--- config.mk ---
export PLATFORM = sky130hd
export DESIGN_NAME = hd63701_phase_seq
export DESIGN_NICKNAME = d
export VERILOG_FILES = /design/src/rtl/hd63701_phase_seq.sv
export SDC_FILE = /design/constraint.sdc
export NUM_CORES = 1
export LEC_CHECK = 0
export CAP_MARGIN = 20
export CORE_ASPECT_RATIO = 0.5
export CORE_MARGIN = 1.5
export CORE_UTILIZATION = 46
export CTS_BUF_LIST = sky130_fd_sc_hd__clkbuf_2
export DETAILED_ROUTE_END_ITERATION = 16
export PLACE_DENSITY = 0.84
export SYNTH_ARGS = -nofsm -noshare
export SYNTH_HDL_FRONTEND = slang
export SYNTH_SLANG_ARGS = --single-unit
export TNS_END_PERCENT = 5
--- constraint.sdc ---
create_clock -name CLK -period 2.2 [get_ports CLK]
set_input_delay 0.44 -clock CLK [delete_from_list [all_inputs] [get_ports CLK]]
set_output_delay 0.44 -clock CLK [all_outputs]
set_load 0.005 [all_outputs]
--- src/rtl/hd63701_phase_seq.sv ---
// Phase/opcode sequencer feeding the HD63701 microcode ROM: reset and vector fetch,
// opcode fetch, execute steps, interrupt entry, WAI and SLP, with NMI/IRQ arbitration.
module hd63701_phase_seq #(
  parameter logic [7:0]  NOP_OPC   = 8'h01,
  parameter int unsigned CLKEN_GAP = 3
) (
  input  logic       CLK,
  input  logic       RST,
  input  logic       clken,
  input  logic [1:0] mc_next,
  input  logic [7:0] DIN,
  input  logic       NMI,
  input  logic       IRQ,
  input  logic       IMASK,
  output logic [5:0] PHASE,
  output logic [7:0] OPCODE,
  output logic [1:0] vec_sel,
  output logic       fetch,
  output logic       sleeping
);

  typedef enum logic [5:0] {
    PhRst   = 6'd0,
    PhVect  = 6'd1,
    PhVec1  = 6'd2,
    PhVec2  = 6'd3,
    PhLoad  = 6'd4,
    PhExec  = 6'd8,
    PhExec1 = 6'd9,
    PhExec2 = 6'd10,
    PhExec3 = 6'd11,
    PhExec4 = 6'd12,
    PhExec5 = 6'd13,
    PhExec6 = 6'd14,
    PhExec7 = 6'd15,
    PhExec8 = 6'd16,
    PhExec9 = 6'd17,
    PhIntr  = 6'd24,
    PhIntr1 = 6'd25,
    PhIntr2 = 6'd26,
    PhIntr3 = 6'd27,
    PhIntr4 = 6'd28,
    PhIntr5 = 6'd29,
    PhIntr6 = 6'd30,
    PhIntr7 = 6'd31,
    PhIntr8 = 6'd32,
    PhIntr9 = 6'd33,
    PhHalt  = 6'd62,
    PhSleep = 6'd63
  } phase_e;

  localparam logic [1:0] McCont = 2'd0;
  localparam logic [1:0] McEnd  = 2'd1;
  localparam logic [1:0] McWai  = 2'd2;
  localparam logic [1:0] McSlp  = 2'd3;

  localparam logic [1:0] VecRst = 2'd0;
  localparam logic [1:0] VecNmi = 2'd1;
  localparam logic [1:0] VecIrq = 2'd2;

  localparam int unsigned GapW = $clog2(CLKEN_GAP + 1);

  phase_e          r_phase;
  phase_e          w_phase_nxt;
  logic [7:0]      r_opcode;
  logic [1:0]      r_vec_sel;
  logic [1:0]      w_vec_nxt;
  logic            r_wai;
  logic            w_wai_nxt;
  logic            r_nmi_prev;
  logic            r_nmi_pend;
  logic            w_nmi_rise;
  logic            w_nmi_clr;
  logic            w_load;
  logic            w_irq_req;
  logic [GapW-1:0] r_gap;

  assign w_nmi_rise = NMI & ~r_nmi_prev;
  assign w_irq_req  = IRQ & ~IMASK;

  always_comb begin
    w_phase_nxt = r_phase;
    w_vec_nxt   = r_vec_sel;
    w_wai_nxt   = r_wai;
    w_nmi_clr   = 1'b0;
    w_load      = 1'b0;
    case (r_phase)
      PhRst:  w_phase_nxt = PhVect;
      PhVect: w_phase_nxt = PhVec1;
      PhVec1: w_phase_nxt = PhVec2;
      PhVec2: w_phase_nxt = PhLoad;
      PhLoad: begin
        w_load      = 1'b1;
        w_phase_nxt = PhExec;
      end
      PhExec, PhExec1, PhExec2, PhExec3, PhExec4,
      PhExec5, PhExec6, PhExec7, PhExec8, PhExec9: begin
        case (mc_next)
          McCont: begin
            // Running off the end of the execute window means broken microcode.
            w_phase_nxt = (r_phase == PhExec9) ? PhHalt : phase_e'(r_phase + 6'd1);
          end
          McEnd: begin
            if (r_nmi_pend) begin
              w_phase_nxt = PhIntr;
              w_vec_nxt   = VecNmi;
              w_nmi_clr   = 1'b1;
            end else if (w_irq_req) begin
              w_phase_nxt = PhIntr;
              w_vec_nxt   = VecIrq;
            end else begin
              w_phase_nxt = PhLoad;
            end
          end
          McWai: begin
            w_wai_nxt   = 1'b1;
            w_phase_nxt = PhIntr;
          end
          default: w_phase_nxt = PhSleep;
        endcase
      end
      PhIntr, PhIntr1, PhIntr2, PhIntr3, PhIntr4, PhIntr5, PhIntr6: begin
        w_phase_nxt = phase_e'(r_phase + 6'd1);
      end
      PhIntr7: w_phase_nxt = r_wai ? PhSleep : PhVect;
      PhSleep: begin
        // WAI already stacked the state, so its wake-up goes straight to the vector.
        if (r_nmi_pend || w_irq_req) begin
          w_vec_nxt   = r_nmi_pend ? VecNmi : VecIrq;
          w_nmi_clr   = r_nmi_pend;
          w_phase_nxt = r_wai ? PhVect : PhIntr;
          w_wai_nxt   = 1'b0;
        end
      end
      default: w_phase_nxt = PhHalt;
    endcase
  end

  always_ff @(posedge CLK) begin
    r_nmi_prev <= NMI;
    if (RST) begin
      r_phase    <= PhRst;
      r_opcode   <= NOP_OPC;
      r_vec_sel  <= VecRst;
      r_wai      <= 1'b0;
      r_nmi_pend <= 1'b0;
    end else begin
      if (w_nmi_rise) begin
        r_nmi_pend <= 1'b1;
      end else if (clken && w_nmi_clr) begin
        r_nmi_pend <= 1'b0;
      end
      if (clken) begin
        r_phase   <= w_phase_nxt;
        r_vec_sel <= w_vec_nxt;
        r_wai     <= w_wai_nxt;
        if (w_load) begin
          r_opcode <= DIN;
        end
      end
    end
  end

  // The microcode ROM needs CLKEN_GAP clocks between enables to present the next word.
  always_ff @(posedge CLK) begin
    if (RST) begin
      r_gap <= GapW'(CLKEN_GAP);
    end else if (clken) begin
      assert (r_gap >= GapW'(CLKEN_GAP));
      r_gap <= GapW'(1);
    end else if (r_gap < GapW'(CLKEN_GAP)) begin
      r_gap <= r_gap + GapW'(1);
    end
  end

  assign PHASE    = r_phase;
  assign OPCODE   = r_opcode;
  assign vec_sel  = r_vec_sel;
  assign fetch    = (r_phase == PhLoad);
  assign sleeping = (r_phase == PhSleep);

endmodule

---- After elaboration in Yosys (flattened, before gate mapping) ----
Index checks and enable logic that the tools add are counted.
word-level totals
  output and inout bits ................... 18
  register bits after elaboration ......... 19
operators by class
  equal/unequal tests ..................... 29
  reduce and logical (&&, ||, !) cells .... 12
  bitwise gates (word level) .............. 4
  add/subtract/negate cells ............... 1
  muxes and demuxes ....................... 24
operator list
  cell                                                             number
  6-bit by 5-bit == test with 1-bit output, second input constant  10
  6-bit case mux with 9 select lines                               1
  6-bit by 4-bit == test with 1-bit output, second input constant  8
  6-bit 2-to-1 mux                                                 3
  6-bit case mux with 3 select lines                               1
  5-bit 2-to-1 mux                                                 3
  6-bit by 2-bit == test with 1-bit output, second input constant  2
  2-bit 2-to-1 mux                                                 5
  10-bit OR reduction                                              1
  1-bit 2-to-1 mux                                                 8
  7-bit OR reduction                                               1
  6-bit by 1-bit adder with 6-bit output, second input constant    1
  6-bit by 1-bit == test with 1-bit output, second input constant  1
  6-bit by 3-bit == test with 1-bit output, second input constant  1
  6-bit == test, second input constant                             1
  6-bit logical NOT                                                1
  5-bit AND reduction                                              1
  2-bit by 1-bit != test with 1-bit output, second input constant  2
  1-bit case mux with 2 select lines                               2
  2-bit case mux with 2 select lines                               1
  2-bit AND reduction                                              2
  4-bit AND reduction                                              1
  2-bit nonzero test                                               2
  3-bit != test, second input constant                             1
  8 further kinds                                                  10

---- Logic depth before layout (Yosys ltp) ----
  word-level depth ........................ 8
  mapped depth ............................ 8

---- Worst setup path after synthesis ----
Ideal clock, no wire load.
  path kind ............................... register -> register
  start ................................... reg r_phase[0] (netlist: PHASE[0])
  end ..................................... reg r_phase[5] (netlist: PHASE[5])
  stages on the path, launching flop included .. 8
  path slack .............................. 69 ps
  clock period less this slack ............ 2131 ps
  data required time ...................... 2114 ps
  path buffers ............................ 0
  data arrival time ....................... 2044 ps
  cells stage by stage .................... dfxtp_1 inv_1 ha_1 or4_4 a32oi_2 a211oi_2 o221a_4 a221oi_2
on the way
  longest elaborated chain between the ends .. 4
  elaborated cells between the ends (all ways) .. 32
  those cells by class .................... add/sub: 1; eq/ne: 24; mux: 3; reduce/logical: 4
ends and longest elaborated chain
  what                                                                                                line          source
  start, declared                                                                                     63            phase_e r_phase;
  start signal, assigned                                                                              142           r_phase <= PhRst;
  start signal, assigned                                                                              154           r_phase <= w_phase_nxt;
  6-bit by 1-bit adder with 6-bit output or 6-bit by 5-bit == test with 1-bit output (tied branches)  101, 123, 87
  6-bit 2-to-1 mux                                                                                    101           w_phase_nxt = (r_phase == PhExec9) ? PhHalt : phase_e'(r_phase + 6'd1);
  6-bit case mux with 3 select lines                                                                  98            case (mc_next)
  6-bit case mux with 9 select lines                                                                  87            case (r_phase)
Several ways; a longest one is shown, not always the timed one.
A chain may end at the register's enable or synchronous reset.

---- Final worst setup path ----
  start ................................... reg r_phase[0] (netlist: PHASE[0])
  end ..................................... reg r_phase[1] (netlist: PHASE[1])
Same word-level chain as after synthesis.

==> results.txt <==
Gate power share = 0.464
Worst EP required = 2.46 ns
Sw Pwr = 407 uW
Compound-Gate Fraction of Synth Area = 0.278
Sw frac = 0.376
Multiplexer area fraction after synthesis = 0
Core area = 2700 sq um
Power per cell area = 567 nW/um^2
IO Count = 34
Yosys warnings = 0
Final TNS setup = 0 ns
Post-route ant nets = 0
Most instantiated cells after synthesis = dfxtp_1 (19), a21oi_1 (18), nand2_1 (14), nand3_1 (13), nor2_1 (11)
Vias in the first global route = 1258
Worst vdd ir = 0.312 mV
Gpl congestion = 0.946
Yosys cell types = 52
Total CTS buffers = 3
Clock skew = 0.0102 ns
Avg Cell Area, Syn = 8.27 sq um
Period utilization = 0.981
Worst path max stage delay = 0.53 ns
M1 wire length = 1710 um
CTS Sinks = 19
ANT cells = 0
Arr. time, crit path = 2.42 ns
Maximum clock rate = 0.463 GHz
Share of layout cells above drive strength 1 = 0.248
1st-iter DRT viols = 85
P_leak = 0.000769 uW
H-tree depth = 1
Fill count = 203
Die area = 3320 sq um
Cell Int Power = 675 uW
Clock root buffer = clkbuf_2
Simple-Gate Fraction of Synth Area = 0.254
Critical Path Sink Type = flop
Worst Tran Pin Value = 0.481 ns
Per-cell routed wire length = 14.9 um
Final setup fails = 0
Post-synth EDFFs = 0
Total grt overflow = 0
Yosys top cell by area = dfxtp_1
Slew Limit Fails = 0
Largest net degree at the start of global routing = 17
Top cells by area, synth = dfxtp_1 (28%), ha_1 (7.3%), a21oi_1 (6.6%)
Clock transition at the registers of the reported paths = 0.21 ns
Die width = 80.0 um
RSZ-0062 raised after global routing = yes
Tmin final = 2.16 ns
CP Class = reg2reg
WL met2 = 1760 um
Vias per inst = 5.75
WL final = 3740 um
Syn Inst Count = 165
Non-filler cells, final = 251
P&R area growth vs syn = 39.9%
Ys flop type = dfxtp_1
Detail Placement HPWL = 2820 um
Sequential power share = 0.382
First-pass GRT wire length = 5880 um
Row count = 13
Post-synthesis xor/xnor area fraction = 0.0257
CP max stage cell = or4_4
Netlist area before placement = 1370 sq um
Status = completed
Residual DRC = 0
TritonCTS clock tree = yes
Initial Utilization = 0.506
Worst relative slew slack = 0.679
Clk Latency, worst-skew pair = 0.34 ns
Max_cap viols = 0
Most frequent cell after synthesis = dfxtp_1
CP max FO = 4
Initial antenna violation count = 0
Vias after detailed routing = 1442
Post-synth top area share = 0.279
Area of the multi-input gates = 923 sq um
Clk buf depth = 2
Async SR Flop Fraction = 0
Main combinational cell family by area after synthesis = compound AO/OA/AOI/OAI gates
Met3 wire length = 275 um
CP Launch Type = flop
Clk network pwr share = 0.154
Total track usage = 0.224
Seq. cell area = 389 sq um
HP Class = reg2reg
Adder-cell share of the synthesized area = 0.0733
Hold violation total from the final report = 0
Syn nets = 189
Number of port buffers = 33
Cell Chain, Critical Path = inv_2 -> ha_4 -> buf_4 -> or4_4 -> a32oi_4 -> a211oi_2 -> o221a_4 -> a311oi_2
Nets = 239
Cells after DPL = 243
Sequential share of the synthesized area = 0.279
#FFs+latches synth = 19
Die height = 41.5 um
Initial DRT Pass Iterations = 4
Max layer used = met3
[layout make-up]
cell class	count	share of cell area
well taps	37	0.0242
flip-flops and latches	19	0.204
repair buffers	55	0.260
multi-input cells	127	0.484
clock buffers	3	0.00786
inverters	9	0.0177
clock inverters	1	0.00262
[power groups by stage]
stage	combinational [uW]	clock [uW]	sequential [uW]
after global placement	442	0	412
final	502	167	413
after CTS	465	163	412
after global routing	543	179	418
after floorplan	284	0	411
after detailed placement	447	0	413
[metal layers]
layer / track usage / up-vias
met4: 0.0517 / 0
met3: 0.0330 / 0
met1: 0.327 / 679
li1: - / 702
met5: 0 / -
met2: 0.346 / 61
[registers in the layout, indices dropped and copies added (netlist names)]
name and flops:
OPCODE 8, PHASE 6, vec_sel 2, r_nmi_pend 1, r_nmi_prev 1, r_wai 1
[stage by stage]
step / power [uW] / worst slack, ns / util / hold WS (ns) / instance area (sq um)
5_1_grt: 1140 / -0.0178 / 0.707 / 0.482 / 1910
3_3_place_gp: 854 / 0.0802 / 0.662 / 0.444 / 1790
3_5_place_dp: 860 / 0.0469 / 0.662 / 0.449 / 1790
4_1_cts: 1040 / -0.0108 / 0.689 / 0.471 / 1860
2_1_floorplan: 694 / 0.0695 / - / 0.453 / 1370
6_report: 1080 / 0.0412 / 0.707 / 0.468 / 1910
[critical path: cells and delay by family (launching register included)]
family / cells / cell delay (ns)
compound gates: 4 / 0.78
simple gates: 1 / 0.53
flops: 1 / 0.42
buf+inv: 2 / 0.19
fa+ha+maj: 1 / 0.15
[cells by family after synthesis]
| group | count (synthesis) |
|---|---|
| fa+ha+maj | 8 |
| simple gates | 63 |
| flops | 19 |
| compound gates | 52 |
| xor+xnor | 4 |
| buf+inv | 19 |
[worst paths after layout]
kind                          start                      to  slack, ns  cells past startpoint
min reg2reg  OPCODE[1]$_SDFFE_PP0P_  OPCODE[1]$_SDFFE_PP0P_       0.47                      2
min          OPCODE[1]$_SDFFE_PP0P_  OPCODE[1]$_SDFFE_PP0P_       0.47                      2
max reg2reg   PHASE[0]$_SDFFE_PP0P_   PHASE[1]$_SDFFE_PP0P_       0.04                      8
max           PHASE[0]$_SDFFE_PP0P_   PHASE[1]$_SDFFE_PP0P_       0.04                      8
[what timing repair did]
| item | in CTS | in global routing |
|---|---|---|
| pin swaps | 4 | 6 |
| buffers inserted | 2 | 2 |
| setup endpoints to repair | 2 | 9 |
| hold buffers | 0 | 0 |
| gates resized for setup | 14 | 7 |
[layout by cell type (no fill, tap or decap), types with 2 or more instances in the layout]
cell and count:
a21oi_1 18, a311oi_1 4, and2_1 2, and3_1 2, buf_4 22, clkbuf_2 3, clkdlybuf4s50_1 31, dfxtp_1 16
dfxtp_4 2, ha_1 5, ha_4 2, inv_1 7, inv_2 2, nand2_1 14, nand3_1 12, nor2_1 10
nor2b_1 3, nor3_1 3, o21ai_0 10, o41ai_1 3, or2_2 2, xnor2_1 2, xor2_1 2
Power figures use the tool's default switching activity.
